**src/rtl/xulie_ser_pkg.sv**
```systemverilog
// Shared definitions for the xulie serial frame source: FSM state type,
// idle line level and default frame width.
package xulie_pkg;

   typedef enum logic {
      IDLE  = 1'b0,
      SHIFT = 1'b1
   } xulie_ser_state_t;

   // Line level held on dout between frames; 0 keeps idle gaps from
   // looking like part of a 1110 sequence.
   localparam logic XULIE_IDLE_LEVEL = 1'b0;

   localparam int XULIE_SER_WIDTH_DEF = 16;

endpackage

```
**src/rtl/xulie_ser_if.sv**
```systemverilog
// Load/serial-out bundle for xulie_ser. The frame_cnt signal exists only
// when XULIE_SER_CNT_EN is defined.
interface xulie_ser_if
   import xulie_pkg::*;
#(
   parameter int WIDTH = XULIE_SER_WIDTH_DEF
);
   logic             load;
   logic [WIDTH-1:0] pdata;
   logic             ready;
   logic             dout;
   logic             dvalid;
   logic             done;
`ifdef XULIE_SER_CNT_EN
   logic [7:0]       frame_cnt;

   modport master (
      output load, pdata,
      input  ready, dout, dvalid, done, frame_cnt
   );

   modport slave (
      input  load, pdata,
      output ready, dout, dvalid, done, frame_cnt
   );
`else
   modport master (
      output load, pdata,
      input  ready, dout, dvalid, done
   );

   modport slave (
      input  load, pdata,
      output ready, dout, dvalid, done
   );
`endif

endinterface

```
**src/rtl/xulie_ser.sv**
```systemverilog
// Parallel-to-serial frame source: loads a WIDTH-bit word when idle and
// shifts it out MSB-first, one bit per clock, then pulses done for one
// cycle. Optional completed-frame counter enabled by XULIE_SER_CNT_EN.
module xulie_ser
   import xulie_pkg::*;
#(
   parameter int WIDTH = XULIE_SER_WIDTH_DEF
)(
   input  logic       clk,
   input  logic       reset,
   xulie_ser_if.slave bus
);

   localparam int CW = $clog2(WIDTH);

   xulie_ser_state_t state_reg, state_next;
   logic [WIDTH-1:0] sreg_reg, sreg_next;
   logic [CW-1:0]    cnt_reg, cnt_next;
   logic             dout_reg, dout_next;
   logic             dvalid_reg, dvalid_next;
   logic             ready_reg, ready_next;
   logic             done_reg, done_next;

   // Register all state and outputs; active-low synchronous reset aborts any frame.
   always_ff @(posedge clk) begin
      if (!reset) begin
         state_reg  <= IDLE;
         sreg_reg   <= '0;
         cnt_reg    <= '0;
         dout_reg   <= XULIE_IDLE_LEVEL;
         dvalid_reg <= 1'b0;
         ready_reg  <= 1'b1;
         done_reg   <= 1'b0;
      end else begin
         state_reg  <= state_next;
         sreg_reg   <= sreg_next;
         cnt_reg    <= cnt_next;
         dout_reg   <= dout_next;
         dvalid_reg <= dvalid_next;
         ready_reg  <= ready_next;
         done_reg   <= done_next;
      end
   end

   // Next-state logic: the MSB goes straight to dout on load, so the shift
   // register only holds the remaining WIDTH-1 bits and cnt counts them.
   always_comb begin
      state_next  = state_reg;
      sreg_next   = sreg_reg;
      cnt_next    = cnt_reg;
      dout_next   = dout_reg;
      dvalid_next = dvalid_reg;
      ready_next  = ready_reg;
      done_next   = 1'b0;
      case (state_reg)
         IDLE: begin
            if (bus.load) begin
               dout_next   = bus.pdata[WIDTH-1];
               dvalid_next = 1'b1;
               ready_next  = 1'b0;
               sreg_next   = bus.pdata << 1;
               cnt_next    = CW'(WIDTH - 1);
               state_next  = SHIFT;
            end
         end
         SHIFT: begin
            if (cnt_reg != '0) begin
               dout_next = sreg_reg[WIDTH-1];
               sreg_next = sreg_reg << 1;
               cnt_next  = cnt_reg - CW'(1);
            end else begin
               dout_next   = XULIE_IDLE_LEVEL;
               dvalid_next = 1'b0;
               done_next   = 1'b1;
               ready_next  = 1'b1;
               state_next  = IDLE;
            end
         end
         default: state_next = IDLE;
      endcase
   end

   assign bus.ready  = ready_reg;
   assign bus.dout   = dout_reg;
   assign bus.dvalid = dvalid_reg;
   assign bus.done   = done_reg;

`ifdef XULIE_SER_CNT_EN
   logic [7:0] frame_cnt_reg;

   // Count completed frames, advancing on the same edge that raises done.
   always_ff @(posedge clk) begin
      if (!reset) begin
         frame_cnt_reg <= 8'd0;
      end else if (done_next) begin
         frame_cnt_reg <= frame_cnt_reg + 8'd1;
      end
   end

   assign bus.frame_cnt = frame_cnt_reg;
`endif

endmodule

```
**src/flat_wrapper.sv**
```systemverilog
// flat-port wrapper written by rule: the top's interface ports become plain ports
module xulie_ser_flat import xulie_pkg::*;
#(
   parameter int WIDTH = XULIE_SER_WIDTH_DEF
)
  (clk, reset, bus_load, bus_pdata, bus_ready, bus_dout, bus_dvalid, bus_done);
  xulie_ser_if #(.WIDTH(WIDTH)) bus_i ();
  input  logic clk;
  input  logic reset;
  input wire logic [$bits(bus_i.load)-1:0] bus_load;
  input wire logic [$bits(bus_i.pdata)-1:0] bus_pdata;
  output wire logic [$bits(bus_i.ready)-1:0] bus_ready;
  output wire logic [$bits(bus_i.dout)-1:0] bus_dout;
  output wire logic [$bits(bus_i.dvalid)-1:0] bus_dvalid;
  output wire logic [$bits(bus_i.done)-1:0] bus_done;
  assign bus_i.load = bus_load;
  assign bus_i.pdata = bus_pdata;
  assign bus_ready = bus_i.ready;
  assign bus_dout = bus_i.dout;
  assign bus_dvalid = bus_i.dvalid;
  assign bus_done = bus_i.done;
  xulie_ser #(.WIDTH(WIDTH)) u_core (.clk(clk), .reset(reset), .bus(bus_i));
endmodule
```
**config.mk**
```make
export PLATFORM = sky130hd
export DESIGN_NAME = xulie_ser_flat
export DESIGN_NICKNAME = d
export VERILOG_FILES = /design/src/rtl/xulie_ser_pkg.sv /design/src/rtl/xulie_ser_if.sv /design/src/rtl/xulie_ser.sv /design/src/flat_wrapper.sv
export SDC_FILE = /design/constraint.sdc
export NUM_CORES = 1
export LEC_CHECK = 0
export CELL_PAD_IN_SITES_DETAIL_PLACEMENT = 1
export CELL_PAD_IN_SITES_GLOBAL_PLACEMENT = 2
export CORE_MARGIN = 5
export CORE_UTILIZATION = 33
export DETAILED_ROUTE_END_ITERATION = 7
export PLACE_DENSITY_LB_ADDON = 0.1
export SYNTH_ARGS = -nofsm -noshare
export SYNTH_HDL_FRONTEND = slang
export SYNTH_SLANG_ARGS = --single-unit
export TNS_END_PERCENT = 20
```
**constraint.sdc**
```tcl
create_clock -name clk -period 3.5 [get_ports clk]
set_clock_uncertainty 0.1 [all_clocks]
set_input_delay 0.35 -clock clk [delete_from_list [all_inputs] [get_ports clk]]
set_output_delay 0.35 -clock clk [all_outputs]
set_load 0.02 [all_outputs]
```
==> results of run 1 <==
[path summary, 6_finish.rpt]
kind	to	startpoint	slack (ns)	cells after the start
setup / recovery	u_core.sreg_reg[15]	u_core.state_reg	1.28	3
setup reg to reg	u_core.sreg_reg[15]	u_core.state_reg	1.28	3
hold / removal	u_core.sreg_reg[7]	u_core.sreg_reg[7]	0.42	1
hold reg to reg	u_core.sreg_reg[7]	u_core.sreg_reg[7]	0.42	1
[layout by cell type (no fill, tap or decap), types with 2 or more instances in the layout]
master and count:
a21oi_1 2, and2_1 2, and3_1 3, clkbuf_4 3, clkdlybuf4s50_1 22, dfxtp_1 24, inv_1 3, mux2i_1 17
nand2_1 3, nand3_1 14, nor2_1 3, o211a_1 15, o22ai_1 2, o31ai_1 2, xnor2_1 2
[worst max-delay path: stages, from the launching register on]
cell and delay [ns]:
dfxtp_1 0.72, nand4bb_1 0.64, and2_4 0.44, o211a_1 0.22
[kinds of logic after synthesis]
| group | count (synthesis) |
|---|---|
| DFF | 24 |
| muxes | 17 |
| xor gates and xnor gates | 2 |
| AOI/OAI and AO/OA | 26 |
| adders and majority gates | 1 |
| and+or+nand+nor | 32 |
| buffers and inverters | 16 |
[layout make-up]
class / count / area share, %
Clock buffer: 4 / 2.56
Inverter: 3 / 0.794
Multi-Input combinational cell: 78 / 42.7
Sequential cell: 24 / 33.9
Tap cell: 46 / 4.06
Timing Repair Buffer: 23 / 16.0
[per-stage QoR]
| step | instance area, um2 | setup slack, ns |
|---|---|---|
| 2_1_floorplan | 1180 | 1.91 |
| 3_3_place_gp | 1380 | 1.28 |
| 3_5_place_dp | 1380 | 1.28 |
| 4_1_cts | 1420 | 1.25 |
| 5_1_grt | 1420 | 1.08 |
| 6_report | 1420 | 1.28 |
[power groups by stage]
stage | clock (mW) | combinational (mW) | sequential [mW]
final | 0.147 | 0.155 | 0.330
after global routing | 0.167 | 0.174 | 0.335
after CTS | 0.157 | 0.159 | 0.330
after detailed placement | 0 | 0.158 | 0.337
after global placement | 0 | 0.155 | 0.335
after floorplan | 0 | 0.120 | 0.331
[layer usage]
layer  vias up  global-route usage [%]  wire length [um]
li1        461                       -                 -
met1       433                    13.2              1200
met2        18                    18.6              1110
met3         2                    2.75               118
met4         0                    3.19                19
met5         -                       0                 0
==> results.sh, run 1 <==
export IMPL_final_cell_count_no_fill=178
export IMPL_synth_ff_type="dfxtp_1"
export IMPL_grt_total_usage_pct=10.8
export IMPL_tns_ns=0
export IMPL_worst_ir_drop_vdd_mv=0.164
export IMPL_critPathKind="reg -> reg"
export IMPL_clk_latency_ns=0.31
export IMPL_initial_core_util_pct=34.8
export IMPL_synth_most_common_cell="dfxtp_1"
export IMPL_dp_cells=174
export IMPL_p_seq_share_pct=52.3
export IMPL_multiInputGateArea_um2=606
export IMPL_synth_cell_types=29
export IMPL_synth_area_um2=1180
export IMPL_wl_per_cell_um=13.8
export IMPL_worstMarginPinSlew_ns=0.823
export IMPL_avgSynthCellArea_um2=9.99
export IMPL_routed_wl_mm=2.45
export IMPL_grt_pass1_wl_mm=4.48
export IMPL_hold_class="reg -> reg"
export IMPL_p_comb_share_pct=24.5
export IMPL_grt_max_degree=25
export IMPL_io_pins=23
export IMPL_yosys_area_top_type="dfxtp_1"
export IMPL_via_per_inst=5.13
export IMPL_p_leak_nw=0.675
export IMPL_die_area_um2=4870
export IMPL_drcViolationCount=0
export IMPL_slew_viol_final=0
export IMPL_period_needed_ns=2.22
export IMPL_synth_top_area_share_pct=40.8
export IMPL_htreeDepth=1
export IMPL_dr_total_vias=914
export IMPL_endpoint_kind="flop"
export IMPL_swShare_pct=28.2
export IMPL_cts_buffers=3
export IMPL_post_route_util_pct=41.9
export IMPL_io_buffers=22
export IMPL_cts_hold_buf=0
export IMPL_postRouteAntennaNets=0
export IMPL_synth_common_cells="24 x dfxtp_1, 17 x mux2i_1, 15 x o211a_1, 14 x nand3_1, 7 x clkbuf_1"
export IMPL_setup_viol_count_final=0
export IMPL_p_switching_mw=0.178
export IMPL_cts_root_buf="clkbuf_4"
export IMPL_coreArea_um2=3390
export IMPL_maxSlewHeadroom_pct=45.0
export IMPL_largest_reg_flops=15
export IMPL_ys_seq_area_share_pct=40.8
export IMPL_post_cts_setup_buffers=0
export IMPL_start_kind="flop"
export IMPL_drive_gt1_share_pct=5.30
export IMPL_antenna_found_initial=0
export IMPL_synthXorXnorAreaFrac_pct=1.49
export IMPL_nets=153
export IMPL_synth_area_top_cells="dfxtp_1 41%, mux2i_1 14%, o211a_1 13%"
export IMPL_synth_top_family_by_area="compound AO/OA/AOI/OAI gates"
export IMPL_crit_fanout=17
export IMPL_synth_nets=138
export IMPL_synthAdderAreaFrac_pct=1.06
export IMPL_worstPathRequired_ns=3.61
export IMPL_cts_tree="done"
export IMPL_fill_cells=382
export IMPL_yosys_area_share_simple_pct=15.4
export IMPL_synth_edf_count=0
export IMPL_finalHoldViolations=0
export IMPL_drt_initial_drc_count=69
export IMPL_area_growth_pct=20.4
export IMPL_period_share_pct=63.6
export IMPL_drt_pass1_iterations=4
export IMPL_internal_power_mw=0.453
export IMPL_rows=21
export IMPL_cts_resized_gates=0
export IMPL_first_global_vias=981
export IMPL_diodes=0
export IMPL_async_flop_share_pct=0
export IMPL_clock_sinks=24
export IMPL_gp_congestion=0.694
export IMPL_power_total_mw=0.631
export IMPL_synth_warnings=0
export IMPL_grt_overflow=0
export IMPL_synth_compound_area_share_pct=19.0
export IMPL_clockPowerShare_pct=23.2
export IMPL_clock_path_buffers=2
export IMPL_detailed_place_hpwl_mm=1.72
export IMPL_drv_cap=0
export IMPL_fin_hold_ws_ns=0.417
export IMPL_clk_pin_slew_ns=0.14
export IMPL_die_w_um=69.8
export IMPL_syn_inst=118
export IMPL_powerDensity_nw_per_um2=445
export IMPL_rsz0062_at_grt="false"
export IMPL_synthMuxAreaShare_pct=14.4
export IMPL_fmax_mhz=450
export IMPL_status="finished, final reports clean"
export IMPL_worstPathArrival_ns=2.34
export IMPL_ys_ff_latch=24
export IMPL_register_area_um2=480
export IMPL_die_h_um=69.8
Note: power is estimated with default switching activity, not from simulation.
==> run 2: changes to the inputs <==
Settings changed: CORE_UTILIZATION 33 to 28.
Clock period 3.5 ns to 1.9 ns, I/O delays scaled along.
==> results.sh, run 2 (synthesized netlist as in run 1, its figures left out) <==
export IMPL_area_growth_pct=26.9
export IMPL_fmax_mhz=643
export IMPL_io_buffers=22
export IMPL_final_common_cell="dfxtp_1"
export IMPL_grt_overflow=0
export IMPL_cts_tree="done"
export IMPL_cp_slowest_cell="dfxtp_1"
export IMPL_grt_pass1_wl_mm=4.99
export IMPL_clock_path_buffers=2
export IMPL_cts_hold_buf=0
export IMPL_path_cells="inv_1 -> ha_1 -> nor3b_2 -> buf_4 -> and3_1 -> o21a_1"
export IMPL_detailed_place_hpwl_mm=2.02
export IMPL_die_w_um=74.9
export IMPL_cts_resized_gates=0
export IMPL_period_share_pct=81.8
export IMPL_cpLargestDelayFamily="flip-flops"
export IMPL_final_cell_count_no_fill=189
export IMPL_register_area_um2=480
export IMPL_final_cell_mix="24 x dfxtp_1, 22 x clkdlybuf4s50_1, 17 x mux2i_1, 15 x o211a_1, 14 x nand3_1"
export IMPL_crit_fanout=8
export IMPL_nets=160
export IMPL_coreArea_um2=4030
export IMPL_dr_total_vias=941
export IMPL_hold_class="reg -> reg"
export IMPL_worst_ir_drop_vdd_mv=0.294
export IMPL_io_pins=23
export IMPL_clk_latency_ns=0.27
export IMPL_clk_pin_slew_ns=0.09
export IMPL_first_global_vias=1040
export IMPL_drt_pass1_iterations=4
export IMPL_largest_reg_flops=15
export IMPL_slew_viol_final=0
export IMPL_clock_sinks=24
export IMPL_fill_cells=489
export IMPL_multiInputGateArea_um2=606
export IMPL_rsz0062_at_grt="false"
export IMPL_wl_per_cell_um=14.8
export IMPL_slowest_delay_ns=0.37
export IMPL_worstMarginPinSlew_ns=0.355
export IMPL_die_area_um2=5610
export IMPL_crit_buf_inv=2
export IMPL_post_route_util_pct=37.1
export IMPL_initial_core_util_pct=29.3
export IMPL_rows=23
export IMPL_powerDensity_nw_per_um2=851
export IMPL_via_per_inst=4.98
export IMPL_post_cts_setup_buffers=0
export IMPL_diodes=0
export IMPL_htreeDepth=1
export IMPL_period_needed_ns=1.56
export IMPL_postRouteAntennaNets=0
export IMPL_critPathKind="reg -> reg"
export IMPL_grt_max_degree=18
export IMPL_drcViolationCount=0
export IMPL_start_kind="flop"
export IMPL_drive_gt1_share_pct=10.1
export IMPL_worstPathArrival_ns=1.62
export IMPL_worstPathRequired_ns=1.97
export IMPL_maxSlewHeadroom_pct=76.3
export IMPL_setup_viol_count_final=0
export IMPL_dp_cells=185
export IMPL_p_leak_nw=0.716
export IMPL_drt_initial_drc_count=41
export IMPL_cts_root_buf="clkbuf_8"
export IMPL_tns_ns=0
export IMPL_drv_cap=0
export IMPL_gp_congestion=0.669
export IMPL_status="finished, final reports clean"
export IMPL_antenna_found_initial=0
export IMPL_die_h_um=74.9
export IMPL_endpoint_kind="flop"
export IMPL_finalHoldViolations=0
export IMPL_routed_wl_mm=2.81
export IMPL_grt_total_usage_pct=11.5
export IMPL_cts_buffers=3
run 2: cell types whose count changed in the layout (fill, tap and decap cells not counted), sizes merged:
cell,delta
buf,+7
run 2: routing by layer:
metal	routed length (um)	global-route usage (%)	part of all wire (%)
met4	20	3.56	0.71
met2	1350	18.4	48
met1	1360	15.1	48
met5	0	0	0
met3	80	2.94	2.9
run 2: final timing paths:
check                      from            endpoint  slack (ns)  cells after the start
min reg2reg  u_core.sreg_reg[3]  u_core.sreg_reg[3]        0.41                      1
max           u_core.cnt_reg[0]  u_core.sreg_reg[1]        0.34                      6
min          u_core.sreg_reg[3]  u_core.sreg_reg[3]        0.41                      1
max reg2reg   u_core.cnt_reg[0]  u_core.sreg_reg[1]        0.34                      6
run 2: metrics by stage:
stage / total power [mW] / instance area, um2 / hold slack (ns) / setup WS [ns]
2_1_floorplan: 0.831 / 1180 / 0.222 / 0.309
3_3_place_gp: 0.926 / 1440 / 0.383 / 0.350
3_5_place_dp: 0.934 / 1440 / 0.392 / 0.352
4_1_cts: 1.29 / 1500 / 0.414 / 0.341
5_1_grt: 1.35 / 1500 / 0.426 / 0.263
6_report: 1.27 / 1500 / 0.406 / 0.345
run 2: worst register-to-register path: cells and delay by family, from the launching register on:
| kind | cells | cell delay, ns |
|---|---|---|
| flip-flops | 1 | 0.37 |
| AND/OR/NAND/NOR | 2 | 0.34 |
| adder cells (fa/ha/maj) | 1 | 0.25 |
| AO/OA/AOI/OAI | 1 | 0.16 |
| buffers and inverters | 2 | 0.24 |
run 2: layout make-up:
class | instances | share of cell area (%)
repair buffers | 30 | 18.7
flip-flops and latches | 24 | 32.1
clock buffers | 4 | 3.68
inverters | 3 | 0.753
well taps | 50 | 4.18
multi-input cells | 78 | 40.5
run 2: where the power goes:
group	switching [mW]	internal (mW)
logic	0.142	0.171
clock network	0.170	0.185
registers	0.0423	0.562
==> run 3: changes to the inputs <==
Settings changed: CORE_UTILIZATION 28 to 31.
Clock period 1.9 ns to 1.44 ns, I/O delays scaled along.
==> results.sh, run 3 (synthesized netlist as in run 1, its figures left out) <==
export IMPL_status="finished, final reports clean"
export IMPL_placed_area_um2=1480
export IMPL_cts_buffers=3
export IMPL_largest_reg_flops=15
export IMPL_cts_root_buf="clkbuf_8"
export IMPL_fin_area_um2=1580
export IMPL_place_ws_ns=-0.0654
export IMPL_detailed_place_hpwl_mm=2.06
export IMPL_die_w_um=71.7
export IMPL_grt_max_degree=16
export IMPL_diodes=0
export IMPL_dr_total_vias=973
export IMPL_tns_ns=0
export IMPL_via_per_inst=5.07
export IMPL_postRouteAntennaNets=0
export IMPL_grt_total_usage_pct=12.2
export IMPL_initial_core_util_pct=32.2
export IMPL_drive_gt1_share_pct=18.8
export IMPL_rsz0062_at_grt="true"
export IMPL_start_kind="flop"
export IMPL_drt_initial_drc_count=38
export IMPL_worst_ir_drop_vdd_mv=0.591
export IMPL_period_needed_ns=1.41
export IMPL_cts_hold_buf=0
export IMPL_drt_pass1_iterations=4
export IMPL_worstMarginPinSlew_ns=0.268
export IMPL_cts_tree="done"
export IMPL_clk_latency_ns=0.27
export IMPL_p_switching_mw=0.485
export IMPL_final_cell_count_no_fill=192
export IMPL_post_route_util_pct=43.3
export IMPL_antenna_found_initial=0
export IMPL_clockPowerShare_pct=32.1
export IMPL_setup_slack_ns=0.0328
export IMPL_fmax_mhz=711
export IMPL_routed_wl_mm=2.89
export IMPL_die_h_um=71.7
export IMPL_worstPathRequired_ns=1.51
export IMPL_final_cell_mix="21 x dfxtp_1, 18 x clkdlybuf4s50_1, 17 x mux2i_1, 15 x o211a_1, 14 x nand3_1"
export IMPL_nets=165
export IMPL_internal_power_mw=1.37
export IMPL_wl_per_cell_um=15.0
export IMPL_clock_path_buffers=2
export IMPL_period_share_pct=97.7
export IMPL_slowest_delay_ns=0.36
export IMPL_hold_class="reg -> reg"
export IMPL_rows=22
export IMPL_cp_slowest_cell="dfxtp_2"
export IMPL_powerDensity_nw_per_um2=1170
export IMPL_io_pins=23
export IMPL_setup_viol_count_final=0
export IMPL_area_growth_pct=34.4
export IMPL_clk_pin_slew_ns=0.09
export IMPL_endpoint_kind="flop"
export IMPL_die_area_um2=5140
export IMPL_crit_fanout=8
export IMPL_finalHoldViolations=0
export IMPL_grt_pass1_wl_mm=4.95
export IMPL_coreArea_um2=3660
export IMPL_gp_congestion=0.717
export IMPL_clock_sinks=24
export IMPL_first_global_vias=1057
export IMPL_maxSlewHeadroom_pct=82.0
export IMPL_drv_cap=0
export IMPL_dp_cells=186
export IMPL_grt_overflow=0
export IMPL_final_common_cell="dfxtp_1"
export IMPL_p_leak_nw=0.772
export IMPL_p_seq_share_pct=43.1
export IMPL_p_comb_share_pct=24.8
export IMPL_slew_viol_final=0
export IMPL_path_cells="inv_2 -> ha_4 -> nor3b_2 -> buf_4 -> and3_4 -> o21a_1"
export IMPL_critPathKind="reg -> reg"
export IMPL_io_buffers=22
export IMPL_htreeDepth=1
export IMPL_worstPathArrival_ns=1.48
export IMPL_swShare_pct=26.2
export IMPL_drcViolationCount=0
==> run 3: cell count changes in the layout (fill, tap and decap cells not counted), sizes merged <==
cell	delta
and2	+1
buf	+4
bufinv	+1
clkbuf	-1
clkdlybuf4s50	-4
dlygate4sd2	+3
dlymetal6s2s	+1
==> run 3: area by class of cell <==
cell class                 instances  area (um2)
clock buffer                       3        41.3
clock inverter                     1        30.0
fill                             410        2080
inverter                           3        11.3
multi-input combinational         79         648
sequential                        24         484
tap                               48        60.1
timing repair buffer              34         309
==> run 3: routing by layer <==
| metal | routed length (um) | vias up | track usage (%) |
|---|---|---|---|
| met3 | 94 | 4 | 3.65 |
| li1 | - | 477 | - |
| met2 | 1500 | 13 | 22.0 |
| met4 | 31 | 0 | 3.76 |
| met1 | 1260 | 479 | 13.6 |
| met5 | 0 | - | 0 |
==> run 3: path summary, 6_finish.rpt <==
kind | start | end | slack [ns] | cells after the start
setup reg to reg | u_core.cnt_reg[1] | u_core.sreg_reg[1] | 0.03 | 6
setup / recovery | u_core.cnt_reg[1] | u_core.sreg_reg[1] | 0.03 | 6
hold / removal | u_core.sreg_reg[8] | u_core.sreg_reg[8] | 0.41 | 1
hold reg to reg | u_core.sreg_reg[8] | u_core.sreg_reg[8] | 0.41 | 1
==> run 3: power by group through the flow <==
stage	logic, mW	registers [mW]	clock network (mW)
global route	0.509	0.810	0.646
CTS	0.445	0.798	0.620
global placement	0.432	0.810	0
finish	0.460	0.799	0.595
floorplan	0.301	0.808	0
detailed placement	0.450	0.814	0
==> run 3: through the flow <==
step	total power, mW	hold WS (ns)
detailed placement	1.26	0.388
finish	1.85	0.407
CTS	1.86	0.404
global route	1.96	0.417
floorplan	1.11	0.169
global placement	1.24	0.378
==> run 3: what timing repair did <==
| action | 4_1_cts | 5_1_grt |
|---|---|---|
| pin swaps | 0 | 4 |
| cloned | 0 | 1 |
| resized for setup | 3 | 5 |
| buffers inserted | 0 | 1 |
| endpoints found under the setup margin | 19 | 18 |
==> run 3: critical path: cells and delay by family (launching register included) <==
family                     cells  cell delay, ns
buffers and inverters          2            0.23
AOI/OAI and AO/OA              1            0.15
adders and majority gates      1            0.18
and+or+nand+nor                2            0.29
DFF                            1            0.36
